`src/rtl/rst_sequencer_if.sv`:
```
// Request/status bundle between the reset sequencer and its requesters.
// Requesters drive the master side; the sequencer owns the slave side.
interface rst_sequencer_if #(
   parameter int N_DOM = 3
);
   logic             req_in;
   logic             sw_req;
   logic             wdog_kick;
   logic [N_DOM-1:0] rst_out;
   logic             all_released;
   logic [2:0]       cause;
   logic [1:0]       state_dbg;

   // There is no ready: req_in is a raw level, while sw_req and wdog_kick are
   // single-cycle pulses. Each of these is taken on the clock edge that samples it.
   modport master (
      output req_in, sw_req, wdog_kick,
      input  rst_out, all_released, cause, state_dbg
   );

   modport slave (
      input  req_in, sw_req, wdog_kick,
      output rst_out, all_released, cause, state_dbg
   );
endinterface

```
`src/rtl/rst_sequencer.sv`:
```
// Central reset sequencer: holds N_DOM domain resets, then releases them in a staggered order.
// Define RST_WDOG_EN to build the watchdog, which raises cause 4 when wdog_kick stops.
module rst_sequencer #(
   parameter int N_DOM        = 3,
   parameter int DEBOUNCE_CYC = 16,
   parameter int HOLD_CYC     = 64,
   parameter int STAGGER_CYC  = 8,
   parameter int WDOG_CYC     = 1024
) (
   input  logic          clock,
   input  logic          reset,
   rst_sequencer_if.slave bus
);
   localparam int DW  = $clog2(DEBOUNCE_CYC + 1);
   localparam int HW  = (HOLD_CYC > 1) ? $clog2(HOLD_CYC) : 1;
   localparam int STW = (STAGGER_CYC > 1) ? $clog2(STAGGER_CYC) : 1;

   localparam logic [DW-1:0]  DEB_LAST  = DW'(DEBOUNCE_CYC - 1);
   localparam logic [DW-1:0]  DEB_SAT   = DW'(DEBOUNCE_CYC);
   localparam logic [HW-1:0]  HOLD_LAST = HW'(HOLD_CYC - 1);
   localparam logic [STW-1:0] STG_LAST  = STW'(STAGGER_CYC - 1);

   localparam logic [2:0] CAUSE_POR  = 3'd1;
   localparam logic [2:0] CAUSE_BTN  = 3'd2;
   localparam logic [2:0] CAUSE_SW   = 3'd3;
   localparam logic [2:0] CAUSE_WDOG = 3'd4;

   typedef enum logic [1:0] {
      ST_HOLD    = 2'd0,
      ST_RELEASE = 2'd1,
      ST_RUN     = 2'd2
   } state_t;

   state_t           state;
   logic [HW-1:0]    hold_cnt;
   logic [STW-1:0]   stg_cnt;
   logic [N_DOM-1:0] rst_out_r;
   logic             all_rel_r;
   logic [2:0]       cause_r;

   logic             req_meta;
   logic             req_s;
   logic [DW-1:0]    deb_cnt;
   logic             btn_evt;
   logic             wdog_evt;
   logic             any_req;
   logic [2:0]       req_cause;
   logic [N_DOM-1:0] rst_shift;
   logic             last_stage;

   // Two-flop synchronizer for the asynchronous push-button
   always_ff @(posedge clock or posedge reset) begin
      if (reset) begin
         req_meta <= 1'b0;
         req_s    <= 1'b0;
      end else begin
         req_meta <= bus.req_in;
         req_s    <= req_meta;
      end
   end

   // Counter saturates one past the firing value, so a long press fires only once
   always_ff @(posedge clock or posedge reset) begin
      if (reset) begin
         deb_cnt <= '0;
      end else if (!req_s) begin
         deb_cnt <= '0;
      end else if (deb_cnt != DEB_SAT) begin
         deb_cnt <= deb_cnt + DW'(1);
      end
   end

   assign btn_evt = req_s && (deb_cnt == DEB_LAST);

`ifdef RST_WDOG_EN
   localparam int WW = (WDOG_CYC > 1) ? $clog2(WDOG_CYC) : 1;
   localparam logic [WW-1:0] WDOG_LAST = WW'(WDOG_CYC - 1);

   logic [WW-1:0] wdog_cnt;

   // Runs only in RUN; outside RUN it is held at zero, which also clears it on exit
   always_ff @(posedge clock or posedge reset) begin
      if (reset) begin
         wdog_cnt <= '0;
      end else if ((state != ST_RUN) || bus.wdog_kick || wdog_evt) begin
         wdog_cnt <= '0;
      end else begin
         wdog_cnt <= wdog_cnt + WW'(1);
      end
   end

   assign wdog_evt = (state == ST_RUN) && !bus.wdog_kick && (wdog_cnt == WDOG_LAST);
`else
   logic unused_wdog;
   assign unused_wdog = bus.wdog_kick ^ (WDOG_CYC == 0);
   assign wdog_evt    = 1'b0;
`endif

   assign any_req = btn_evt | bus.sw_req | wdog_evt;

   // When several requests land on the same edge, the button wins, then software
   always_comb begin
      req_cause = CAUSE_WDOG;
      if (btn_evt) begin
         req_cause = CAUSE_BTN;
      end else if (bus.sw_req) begin
         req_cause = CAUSE_SW;
      end
   end

   // rst_out is a thermometer code: a left shift releases the next domain up
   assign rst_shift  = rst_out_r << 1;
   assign last_stage = (rst_shift == '0);

   always_ff @(posedge clock or posedge reset) begin
      if (reset) begin
         state     <= ST_HOLD;
         hold_cnt  <= '0;
         stg_cnt   <= '0;
         rst_out_r <= '1;
         all_rel_r <= 1'b0;
         cause_r   <= CAUSE_POR;
      end else if (any_req) begin
         state     <= ST_HOLD;
         hold_cnt  <= '0;
         stg_cnt   <= '0;
         rst_out_r <= '1;
         all_rel_r <= 1'b0;
         cause_r   <= req_cause;
      end else begin
         case (state)
            ST_HOLD: begin
               if (req_s) begin
                  hold_cnt <= '0;
               end else if (hold_cnt == HOLD_LAST) begin
                  hold_cnt  <= '0;
                  stg_cnt   <= '0;
                  rst_out_r <= rst_shift;
                  if (last_stage) begin
                     state     <= ST_RUN;
                     all_rel_r <= 1'b1;
                  end else begin
                     state <= ST_RELEASE;
                  end
               end else begin
                  hold_cnt <= hold_cnt + HW'(1);
               end
            end
            ST_RELEASE: begin
               if (stg_cnt == STG_LAST) begin
                  stg_cnt   <= '0;
                  rst_out_r <= rst_shift;
                  if (last_stage) begin
                     state     <= ST_RUN;
                     all_rel_r <= 1'b1;
                  end
               end else begin
                  stg_cnt <= stg_cnt + STW'(1);
               end
            end
            ST_RUN: begin
               rst_out_r <= '0;
               all_rel_r <= 1'b1;
            end
            default: begin
               state     <= ST_HOLD;
               hold_cnt  <= '0;
               stg_cnt   <= '0;
               rst_out_r <= '1;
               all_rel_r <= 1'b0;
            end
         endcase
      end
   end

   assign bus.rst_out      = rst_out_r;
   assign bus.all_released = all_rel_r;
   assign bus.cause        = cause_r;
   assign bus.state_dbg    = state;

endmodule

```
`src/flat_wrapper.sv`:
```
// flat-port wrapper written by rule: the top's interface ports become plain ports
module rst_sequencer_flat 
#(
   parameter int N_DOM        = 3,
   parameter int DEBOUNCE_CYC = 16,
   parameter int HOLD_CYC     = 64,
   parameter int STAGGER_CYC  = 8,
   parameter int WDOG_CYC     = 1024
)
  (clock, reset, bus_req_in, bus_sw_req, bus_wdog_kick, bus_rst_out, bus_all_released, bus_cause, bus_state_dbg);
  rst_sequencer_if #(.N_DOM(N_DOM)) bus_i ();
  input  logic clock;
  input  logic reset;
  input wire logic [$bits(bus_i.req_in)-1:0] bus_req_in;
  input wire logic [$bits(bus_i.sw_req)-1:0] bus_sw_req;
  input wire logic [$bits(bus_i.wdog_kick)-1:0] bus_wdog_kick;
  output wire logic [$bits(bus_i.rst_out)-1:0] bus_rst_out;
  output wire logic [$bits(bus_i.all_released)-1:0] bus_all_released;
  output wire logic [$bits(bus_i.cause)-1:0] bus_cause;
  output wire logic [$bits(bus_i.state_dbg)-1:0] bus_state_dbg;
  assign bus_i.req_in = bus_req_in;
  assign bus_i.sw_req = bus_sw_req;
  assign bus_i.wdog_kick = bus_wdog_kick;
  assign bus_rst_out = bus_i.rst_out;
  assign bus_all_released = bus_i.all_released;
  assign bus_cause = bus_i.cause;
  assign bus_state_dbg = bus_i.state_dbg;
  rst_sequencer #(.N_DOM(N_DOM), .DEBOUNCE_CYC(DEBOUNCE_CYC), .HOLD_CYC(HOLD_CYC), .STAGGER_CYC(STAGGER_CYC), .WDOG_CYC(WDOG_CYC)) u_core (.clock(clock), .reset(reset), .bus(bus_i));
endmodule
```
`config.mk`:
```
export PLATFORM = sky130hd
export DESIGN_NAME = rst_sequencer_flat
export DESIGN_NICKNAME = d
export VERILOG_FILES = /design/src/rtl/rst_sequencer_if.sv /design/src/rtl/rst_sequencer.sv /design/src/flat_wrapper.sv
export SDC_FILE = /design/constraint.sdc
export NUM_CORES = 1
export LEC_CHECK = 0
export CORE_MARGIN = 4
export CORE_UTILIZATION = 35
export CTS_CLUSTER_SIZE = 10
export DETAILED_ROUTE_END_ITERATION = 6
export GPL_TIMING_DRIVEN = 0
export MAX_ROUTING_LAYER = met4
export PLACE_DENSITY = 0.66
export SLEW_MARGIN = 25
export SYNTH_ARGS = -nofsm -noshare
export SYNTH_HDL_FRONTEND = slang
export SYNTH_SLANG_ARGS = --single-unit
```
`constraint.sdc`:
```
create_clock -name clock -period 3.15 [get_ports clock]
set_input_delay 0.63 -clock clock [delete_from_list [all_inputs] [get_ports clock]]
set_output_delay 0.63 -clock clock [all_outputs]
set_load 0.005 [all_outputs]
```
==> impl_results.md <==
- Outcome: finished clean
- Fillers: ~350
- Top-area cell type share of the netlist area: 38.6%
- Setup TNS: 0 ns
- CP endpoint kind: flip-flop
- Slew @ Worst Pin: 0.845 ns
- N_diodes: 0
- Routed wire per std cell: 12.5 um
- DRT Pass-1 Iters: 4
- Total power: 546 uW
- CP Launch Type: flip-flop
- Sw frac: between 20% and 30%
- GRT overflow: 0
- Power per cell area: about 340 nW/um2
- Fin crit share: roughly three quarters
- Clock power share: between 30% and 40%
- Starting Density: 36.7%
- Min-Delay Endpoint: u_core.req_s$_DFF_PP0_
- Buffer and inverter count on the worst path: 1
- Wire length on met1: about 1100 um
- Relative slew slack: between 40% and 50%
- Final layout net count: between 150 and 200
- Antenna violations before repair: 0
- Unique masters post-synth: 40
- Setup bufs post-CTS: 0
- Critical Path Max Stage Delay: between 0.4 and 0.5 ns
- CP Class: reg2reg
- Internal power: 431 uW
- CP max FO: 8
- Root Driver: clkbuf_8
- Post-Synth Adder-Cell Area: 9.18%
- Mapped cell area: 1360 um2
- YS warnings: 0
- RR Endpoint: u_core.hold_cnt[3]$_DFFE_PP0P_
- Largest net degree at the start of global routing: 26
- Vias in the first global route: about 1,100
- DR top layer: met4
- Area grow syn2layout: 16.5%
- Min-delay worst type: reg2reg
- Syn nets: 150
- Cell depth of the worst hold path: 0
- Vias/cell: about 5
- Mux cell area share after synthesis: 0.735%
- Number of hold buffers added after cts: 0
- Chip Height: 70.4 um
- Worst R2R Setup Slack: a little under 0.8 ns
- Total die area: a little under 5000 um2
- Core Util, Final: 42.7%
- Met2 WL post-DR: approximately 1300 um
- Drt initial violations: 38
- Count of final hold-check violations: 0
- Post-CTS sizing: 0
- Post-route cell area: 1590 um2
- DRC Markers: 0
- Min Hold Slack: between 0.3 and 0.4 ns
- CTS buffer count: 3
- Period minus WS final: roughly 2.4 ns
- Combinational share of power: about 6%
- Post-route ant nets: 0
- Sequential Power Share: between 60% and 70%
- Main combinational cell family by area after synthesis: simple AND/OR/NAND/NOR gates
- Synthesized instance count: roughly 140
- Critical-path top delay cell: a21oi_1
- Most used cell, CP: ha_1
- First-pass GRT wire length: 4550 um
- Max_cap viols: 0
- Reg2reg path depth: 8
- Synth top area cells: dfrtp_1, ha_1, dfstp_2
- Worst Path Arrival: 2.52 ns
- Simple-gate area share of the yosys netlist: about 23%
- Die width: 70.4 um
- Routed vias: 1,015
- Layout cell share with drive strength beyond 1: between 10 and 15%
- Cell Area, Placed: approximately 1500 um2
- Hold path start: u_core.req_meta$_DFF_PP0_
- Avg Cell Area, Syn: ~10 um2
- WL final: 2490 um
- Reg2reg start: u_core.deb_cnt[0]$_DFFE_PP0P_
- CTS max path bufs: 2
- FMAX: between 400 and 500 MHz
- CP Cell Sequence: ha_1 > and3_1 > ha_1 > a21oi_1 > and2_1 > clkbuf_1 > nor4b_1 > a21o_2
- Num rows: 22
- Switch Pwr: around 120 uW
- Max VDD drop: 0.182 mV
- Post-synthesis compound-gate area fraction: about 17%
- GRT Overall Usage: a little under an eighth
- Skew-Pair Late Insertion Delay: 0.26 ns
- PortBufs: 12
- H-tree levels: 1
- Sequential element share of the synthesized area: between 40 and 50%
- Ports: 14
- Synthesized flop and latch total: 25
- Crit-path leading delay family: compound AO/OA/AOI/OAI gates
- Worst EP required: ~3.3 ns
- Clock skew: 0.00278 ns
- Cell taking the most area after synthesis: dfrtp_1
- Lkg Pwr: 0.702 nW
- RSZ-0062 raised after global routing: no
- CTS tree: yes
- Detail Placement HPWL: 1890 um
- Final GP Congestion: ~0.89
- Met3 wire length: roughly 74 um
- Slew Limit Fails: 0
- Synth Area in XOR/XNOR: under 10%
- Clk slew on worst S/H paths: ~0.080 ns
- Sink Count: 25
- Final setup fails: 0
- Core footprint: about 3700 um2
[placed cells by master (no fill, tap or decap), drive strengths merged, types with 2 or more instances in the layout]
cell and instances:
a21o 4, o31ai 2, dfstp 4, nor3 3, nand2b 2, nor2 2
nor4b 3, ha 10, or4b 2, clkbuf 6, and2 4, o21ai 16
clkdlybuf4s50 12, nand2 13, a21boi 2, and3 5, a21oi 7, inv 7
nand4b 2, nand3 9, dfrtp 21
[how the worst max path moves through the flow]
stage	from	to	depth (start not counted)
2_1_floorplan	u_core.deb_cnt[0]$_DFFE_PP0P_	u_core.hold_cnt[3]$_DFFE_PP0P_	8
3_3_place_gp	bus_sw_req	u_core.hold_cnt[3]$_DFFE_PP0P_	6
3_5_place_dp	bus_sw_req	u_core.hold_cnt[3]$_DFFE_PP0P_	6
4_1_cts	u_core.deb_cnt[0]$_DFFE_PP0P_	u_core.hold_cnt[3]$_DFFE_PP0P_	8
5_1_grt	u_core.deb_cnt[0]$_DFFE_PP0P_	u_core.hold_cnt[3]$_DFFE_PP0P_	8
6_report	u_core.deb_cnt[0]$_DFFE_PP0P_	u_core.hold_cnt[3]$_DFFE_PP0P_	8
[worst reg2reg max path, cell delays in order, from the launching register on]
cell and delay (ns):
dfrtp_1 0.41, ha_1 0.23, and3_1 0.19, ha_1 0.21, a21oi_1 0.46, and2_1 0.20, clkbuf_1 0.26, nor4b_1 0.10
a21o_2 0.20
[Yosys cell counts (all sizes together)]
library cell  instances
or3b                  1
o41ai                 1
nor3b                 1
ha                   10
clkbuf                2
buf                   1
dfstp                 4
nor3                  3
nor4b                 3
or2                   1
o31a                  1
inv                   8
xnor2                 1
o32a                  1
nand3                 9
a31oi                 1
a21boi                2
o31ai                 2
nand2                13
and3                  5
nor2b                 1
xor2                  1
or3                   1
o21ai                16
a21o                  4
nand4b                2
a21oi                 7
or4                   1
nor2                  2
or4b                  2
nand2b                2
and2                  4
mux2i                 1
dfrtp                21
[per-stage QoR]
step / cells / setup WS, ns
CTS: 199 / 0.784
detailed placement: 195 / 0.694
finish: 199 / 0.786
floorplan: 135 / 1.10
global placement: 195 / 0.715
global route: 199 / 0.602
[per-layer routing]
| layer | GRT usage [%] | up-vias |
|---|---|---|
| met5 | - | - |
| met1 | 13.5 | 482 |
| li1 | - | 515 |
| met4 | 5.53 | 0 |
| met3 | 2.16 | 4 |
| met2 | 18.3 | 14 |
[state kept, by name (all words and copies together) (netlist names)]
name and flops:
u_core.bus.all_released 1, u_core.bus.cause 3, u_core.bus.rst_out 3, u_core.bus.state_dbg 2
u_core.deb_cnt 5, u_core.hold_cnt 6, u_core.req_meta 1, u_core.req_s 1
u_core.stg_cnt 3
[logic make-up (layout without fill, tap and decap cells)]
family | after synthesis | in the layout
adders and majority gates | 10 | 10
and+or+nand+nor | 51 | 51
muxes | 1 | 1
xor gates and xnor gates | 2 | 2
DFF | 25 | 25
buffers and inverters | 11 | 27
AOI/OAI and AO/OA | 35 | 35
[cell type report]
class	instances	area, um2	area share, %
buffer	3	16.3	1.02
timing repair buffer	12	120	7.57
inverter	8	30.0	1.89
multi-input combinational	99	686	43.2
sequential	25	631	39.7
tap	48	60.1	3.78
clock buffer	4	45.0	2.84
[power by group through the flow]
| stage | clock [mW] | sequential, mW | combinational (mW) |
|---|---|---|---|
| 2_1_floorplan | 0 | 0.337 | 0.0232 |
| 3_3_place_gp | 0 | 0.338 | 0.0320 |
| 3_5_place_dp | 0 | 0.338 | 0.0338 |
| 4_1_cts | 0.190 | 0.332 | 0.0339 |
| 5_1_grt | 0.202 | 0.333 | 0.0389 |
| 6_report | 0.181 | 0.332 | 0.0329 |
(Power assumes the default switching activity.)
